===== src/rtl/ex_mem.sv =====
// EX/MEM pipeline register for the 5-stage MIPS32 integer pipeline.
// Carries GPR/HI-LO write-back, multiply-accumulate state and a bubble counter.
module ex_mem #(
    parameter int DATA_W  = 32,
    parameter int ADDR_W  = 5,
    parameter int STALL_W = 6,
    parameter int EX_BIT  = 3,
    parameter int MEM_BIT = 4,
    parameter int CNT_W   = 16
) (
    input  logic                clk,
    input  logic                rst,
    input  logic [STALL_W-1:0]  stall,
    input  logic                flush,
    input  logic [ADDR_W-1:0]   ex_wd,
    input  logic                ex_wreg,
    input  logic [DATA_W-1:0]   ex_wdata,
    input  logic [DATA_W-1:0]   ex_hi,
    input  logic [DATA_W-1:0]   ex_lo,
    input  logic                ex_whilo,
    input  logic [2*DATA_W-1:0] hilo_i,
    input  logic [1:0]          cnt_i,
    output logic [ADDR_W-1:0]   mem_wd,
    output logic                mem_wreg,
    output logic [DATA_W-1:0]   mem_wdata,
    output logic [DATA_W-1:0]   mem_hi,
    output logic [DATA_W-1:0]   mem_lo,
    output logic                mem_whilo,
    output logic [2*DATA_W-1:0] hilo_o,
    output logic [1:0]          cnt_o,
    output logic [CNT_W-1:0]    bubble_cnt
);

    logic [ADDR_W-1:0]   mem_wd_q,     mem_wd_d;
    logic                mem_wreg_q,   mem_wreg_d;
    logic [DATA_W-1:0]   mem_wdata_q,  mem_wdata_d;
    logic [DATA_W-1:0]   mem_hi_q,     mem_hi_d;
    logic [DATA_W-1:0]   mem_lo_q,     mem_lo_d;
    logic                mem_whilo_q,  mem_whilo_d;
    logic [2*DATA_W-1:0] hilo_q,       hilo_d;
    logic [1:0]          cnt_q,        cnt_d;
    logic [CNT_W-1:0]    bubble_cnt_q, bubble_cnt_d;

    logic ex_stall;
    logic mem_stall;

    assign ex_stall  = stall[EX_BIT];
    assign mem_stall = stall[MEM_BIT];

    always_comb begin
        // NOTE: every next-state defaults to the current value, which is the
        // hold behaviour and also keeps this block free of inferred latches.
        mem_wd_d     = mem_wd_q;
        mem_wreg_d   = mem_wreg_q;
        mem_wdata_d  = mem_wdata_q;
        mem_hi_d     = mem_hi_q;
        mem_lo_d     = mem_lo_q;
        mem_whilo_d  = mem_whilo_q;
        hilo_d       = hilo_q;
        cnt_d        = cnt_q;
        bubble_cnt_d = bubble_cnt_q;

        if (flush) begin
            mem_wd_d    = '0;
            mem_wreg_d  = 1'b0;
            mem_wdata_d = '0;
            mem_hi_d    = '0;
            mem_lo_d    = '0;
            mem_whilo_d = 1'b0;
            hilo_d      = '0;
            cnt_d       = '0;
        end else if (ex_stall && !mem_stall) begin
            // Bubble: memory gets a NOP while the MAC progress is kept.
            mem_wd_d    = '0;
            mem_wreg_d  = 1'b0;
            mem_wdata_d = '0;
            mem_hi_d    = '0;
            mem_lo_d    = '0;
            mem_whilo_d = 1'b0;
            hilo_d      = hilo_i;
            cnt_d       = cnt_i;
            if (bubble_cnt_q != {CNT_W{1'b1}}) begin
                bubble_cnt_d = bubble_cnt_q + 1'b1;
            end
        end else if (!ex_stall) begin
            // Advance; a mem-only stall is illegal and also lands here.
            mem_wd_d    = ex_wd;
            mem_wreg_d  = ex_wreg;
            mem_wdata_d = ex_wdata;
            mem_hi_d    = ex_hi;
            mem_lo_d    = ex_lo;
            mem_whilo_d = ex_whilo;
            hilo_d      = '0;
            cnt_d       = '0;
        end
    end

    always_ff @(posedge clk) begin
        if (!rst) begin
            mem_wd_q     <= '0;
            mem_wreg_q   <= 1'b0;
            mem_wdata_q  <= '0;
            mem_hi_q     <= '0;
            mem_lo_q     <= '0;
            mem_whilo_q  <= 1'b0;
            hilo_q       <= '0;
            cnt_q        <= '0;
            bubble_cnt_q <= '0;
        end else begin
            mem_wd_q     <= mem_wd_d;
            mem_wreg_q   <= mem_wreg_d;
            mem_wdata_q  <= mem_wdata_d;
            mem_hi_q     <= mem_hi_d;
            mem_lo_q     <= mem_lo_d;
            mem_whilo_q  <= mem_whilo_d;
            hilo_q       <= hilo_d;
            cnt_q        <= cnt_d;
            bubble_cnt_q <= bubble_cnt_d;
        end
    end

    assign mem_wd     = mem_wd_q;
    assign mem_wreg   = mem_wreg_q;
    assign mem_wdata  = mem_wdata_q;
    assign mem_hi     = mem_hi_q;
    assign mem_lo     = mem_lo_q;
    assign mem_whilo  = mem_whilo_q;
    assign hilo_o     = hilo_q;
    assign cnt_o      = cnt_q;
    assign bubble_cnt = bubble_cnt_q;

endmodule


===== config.mk =====
export PLATFORM = sky130hd
export DESIGN_NAME = ex_mem
export DESIGN_NICKNAME = d
export VERILOG_FILES = /design/src/rtl/ex_mem.sv
export SDC_FILE = /design/constraint.sdc
export NUM_CORES = 1
export LEC_CHECK = 0
export BUFFER_PORTS_ARGS = -buffer_cell sky130_fd_sc_hd__buf_2
export CAP_MARGIN = 20
export CORE_AREA = 4 4 138 140
export CTS_BUF_LIST = sky130_fd_sc_hd__clkbuf_4 sky130_fd_sc_hd__clkbuf_8
export DETAILED_ROUTE_END_ITERATION = 8
export DIE_AREA = 0 0 142 144
export PLACE_DENSITY = 0.67
export SETUP_SLACK_MARGIN = 0.4
export SLEW_MARGIN = 20
export SYNTH_ARGS = -nofsm -noshare
export SYNTH_HDL_FRONTEND = slang
export SYNTH_SLANG_ARGS = --single-unit

===== constraint.sdc =====
create_clock -name clk -period 1.9 [get_ports clk]
set_input_delay 0.095 -clock clk [delete_from_list [all_inputs] [get_ports clk]]
set_output_delay 0.095 -clock clk [all_outputs]
set_load 0.1 [all_outputs]

==> flow_summary.ini <==
[worst_setup_path]
r2r-start = bubble_cnt[0]
rr_worst_depth = 6
crit_slowest_cell = or4b_1
reg2reg_to = bubble_cnt[0]
end_kind = flop
worstPathArrival_ns = 1.91
critPathMaxStageDelay_ns = 0.46
path_class = flop to flop
crit_fanout = 5
cp_data_required_time_ns = 2.27
startpoint_type = flop
r2r_setup_slack_ns = 0.37
cp_cell_sequence = ha_4 -> nand4_1 -> nor4_4 -> buf_4 -> or4b_1 -> o21ai_1
startpoint = bubble_cnt[0]

[power_and_ir_drop]
p_sw_frac = 0.325
intPower_mw = 5.56
p_leak_nw = 5.65
clkPwrFrac = 0.317
irDropWorstVdd_uv = 476
power_frac_comb = 0.200
power.switching_mw = 2.68
power_mw = 8.24
power.share.sequential = 0.484
pwr_density_cell_nw_per_um2 = 735

[global_route]
overflow = 0
grtUsageTotal = 0.211
met1_usage = 0.235
antenna_found_initial = 1
use_met2 = 0.379
grt_use_met3 = 0.0665
grt_pass1_vias = 6825
grt_pass1_wl_microns = 34800
grt_max_degree = 104
busiest_layer = met2

[floorplan]
dieArea_sq_um = 20400
die_w_microns = 142
core-area_sq_um = 17800
pin_count = 363
initial_core_util = 0.377
die_y_microns = 144
rows = 49

[detailed_routing]
drc = 0
finalWirelength_microns = 22800
post_drt_wl_per_cell_microns = 16.0
avgViaCountPerCell = 4.70
ant_nets = 0
num_vias = 6704
first_pass_iters = 7
drt_iter0_drc = 269

[placed_design]
place_congestion = 0.800
dpl-instance-area_sq_um = 8900
portBuffers = 358
place_inst = 1205
dp.final_hpwl_microns = 14100

[final_layout]
drive_gt1_frac = 0.378
syn_to_final_growth_pct = 66.5
nNetsFinal = 1363
stdcell_area_sq_um = 11200
fillers = 1404
layout.cells.non_filler = 1427

[synthesis]
yosys.area.top_type = dfxtp_1
syn-num-nets = 828
yosysUniqueCellTypes = 35
yosysWarnings = 0
netlist.area_leader.share = 0.550
ys_seq_area_frac = 0.550
ys_top_cells_by_area = dfxtp_1, mux2i_1, nor2_1, clkbuf_1, nand2_1
ys_ff_latch = 185
syn_area_sq_um = 6730
syn_area_per_cell_sq_um = 10.4
synthCells = 649

[sta]
hold_violations = 0
skew_ns = 0.00957
period_needed_ns = 1.53
fin_tns_setup_ns = 0
drv_slew = 0
slew_headroom = 0.566
finalSetupViolations = 0
worst-slew-pin-transition_ns = 0.651
rsz0062_at_grt = yes
clock.fmax_ghz = 0.652
fin_crit_sh = 0.807

[clock_tree]
clkLatencyLatePin_ns = 0.44
root_buffer = clkbuf_8
cts.path.max_buffers = 2
clk_pin_slew_worst_paths_ns = 0.10
cts_sinks = 185
htree_num_levels = 4
cts_tree = yes
cts_buffers = 17

[hold_path]
hp-start = rst
whs_path_depth = 4
hold_path_end = bubble_cnt[5]
holdCritPathClass = primary input to flop

[flow_run]
maxCapViolCount = 0

[run_status]
status = completed
==> power groups by stage <==
stage          logic (mW)  clock network (mW)  registers (mW)
2_1_floorplan       0.366                   0            4.70
3_5_place_dp         1.34                   0            4.07
5_1_grt              1.73                2.87            4.00
3_3_place_gp         1.33                   0            4.07
6_report             1.65                2.61            3.98
4_1_cts              1.63                2.71            3.98
==> what timing repair did <==
action | CTS | global route
setup buffers | 15 | 4
hold endpoints to repair | 169 | 0
setup endpoints to repair | 10 | 14
gates cloned | 1 | 0
pin swaps | 13 | 5
hold buffers | 169 | 0
gates resized for setup | 13 | 8
==> synthesized netlist by cell type <==
| cell | number |
|---|---|
| nor3b_1 | 1 |
| nand2_1 | 15 |
| nor3b_4 | 1 |
| o311a_1 | 2 |
| o31ai_1 | 4 |
| mux2i_1 | 171 |
| or3_1 | 5 |
| buf_1 | 9 |
| clkbuf_1 | 26 |
| o21bai_1 | 2 |
| o211a_1 | 1 |
| ha_1 | 1 |
| nor4_1 | 2 |
| or4b_1 | 1 |
| and4_1 | 1 |
| nand3_2 | 1 |
| buf_2 | 5 |
| inv_1 | 2 |
| o41ai_1 | 2 |
| o21ai_0 | 4 |
| nor2_1 | 171 |
| dfxtp_1 | 185 |
| o21ai_1 | 1 |
| nand2b_1 | 3 |
| and3_1 | 1 |
| nor2b_1 | 1 |
| nand4_1 | 5 |
| nor3_1 | 3 |
| or4_1 | 4 |
| nand4_2 | 1 |
| o311ai_0 | 2 |
| nand3_1 | 6 |
| a21oi_1 | 8 |
| nor4_2 | 1 |
| clkinv_1 | 1 |
==> metrics by stage <==
step / hold slack (ns) / worst slack, ns / util
after floorplan: 0.235 / 0.0371 / -
after global placement: 0.322 / 0.244 / 0.499
after detailed placement: 0.331 / 0.234 / 0.499
after CTS: 0.0236 / 0.378 / 0.624
after global routing: 0.0426 / 0.332 / 0.628
final: 0.0676 / 0.367 / 0.628
==> metal layers <==
metal,up-vias,share of wire,wire [microns]
li1,3281,-,-
met1,3125,0.38,8690
met2,263,0.52,11800
met3,35,0.074,1690
met4,0,0.026,599
met5,-,0,0
==> cells by family after synthesis <==
group,after synthesis,share of synthesized area
fa+ha+maj,1,0.00186
mux,171,0.254
simple gates,223,0.143
compound gates,26,0.0260
flops,185,0.550
buf+inv,43,0.0249
==> final cells by class <==
cell class	count	area [sq um]	share of cell area
clock inverters	14	151	0.0135
multi-input cells	421	2980	0.266
diodes	1	2.50	0.000223
well taps	229	287	0.0256
inverters	3	11.3	0.00101
flip-flops and latches	185	3760	0.336
repair buffers	556	3760	0.336
clock buffers	18	241	0.0216
==> layout by cell type, fill, tap and decap left out, types with 3 or more instances in the layout <==
master / netlist / final
or3_1: 5 / 4
nand2_1: 15 / 13
buf_12: 0 / 4
clkinv_8: 0 / 3
nand4_1: 5 / 5
nand2b_1: 3 / 3
o31ai_1: 4 / 4
buf_2: 5 / 356
nand3_1: 6 / 5
inv_8: 0 / 4
a21oi_1: 8 / 7
dlygate4sd3_1: 0 / 169
dfxtp_4: 0 / 16
mux2i_1: 171 / 171
inv_6: 0 / 5
dfxtp_1: 185 / 169
or4_1: 4 / 4
o21ai_1: 1 / 3
nor2_1: 171 / 171
clkbuf_8: 0 / 17
buf_4: 0 / 24
==> sequential cells by signal, indices dropped and copies added, names as in the netlist <==
| signal | count |
|---|---|
| mem_wdata | 32 |
| mem_wreg | 1 |
| mem_hi | 32 |
| cnt_o | 2 |
| mem_whilo | 1 |
| mem_wd | 5 |
| bubble_cnt | 16 |
| mem_lo | 32 |
| hilo_o | 64 |
==> worst max-delay path: cells and delay by family, from the launching register on <==
kind / cells / cell delay, ns
DFF: 1 / 0.37
buffers and inverters: 1 / 0.16
AOI/OAI and AO/OA: 1 / 0.09
and+or+nand+nor: 3 / 0.71
adders and majority gates: 1 / 0.15
==> worst max-delay path by stage <==
stage / cells after the start / endpoint / slack (ns)
6_report: 6 / bubble_cnt[0] / 0.37
5_1_grt: 6 / bubble_cnt[4] / 0.33
4_1_cts: 4 / bubble_cnt[15] / 0.38
3_5_place_dp: 4 / bubble_cnt[15] / 0.23
3_3_place_gp: 4 / bubble_cnt[15] / 0.24
2_1_floorplan: 5 / bubble_cnt[15] / 0.04
No activity file was read; power rests on OpenSTA's default activity.
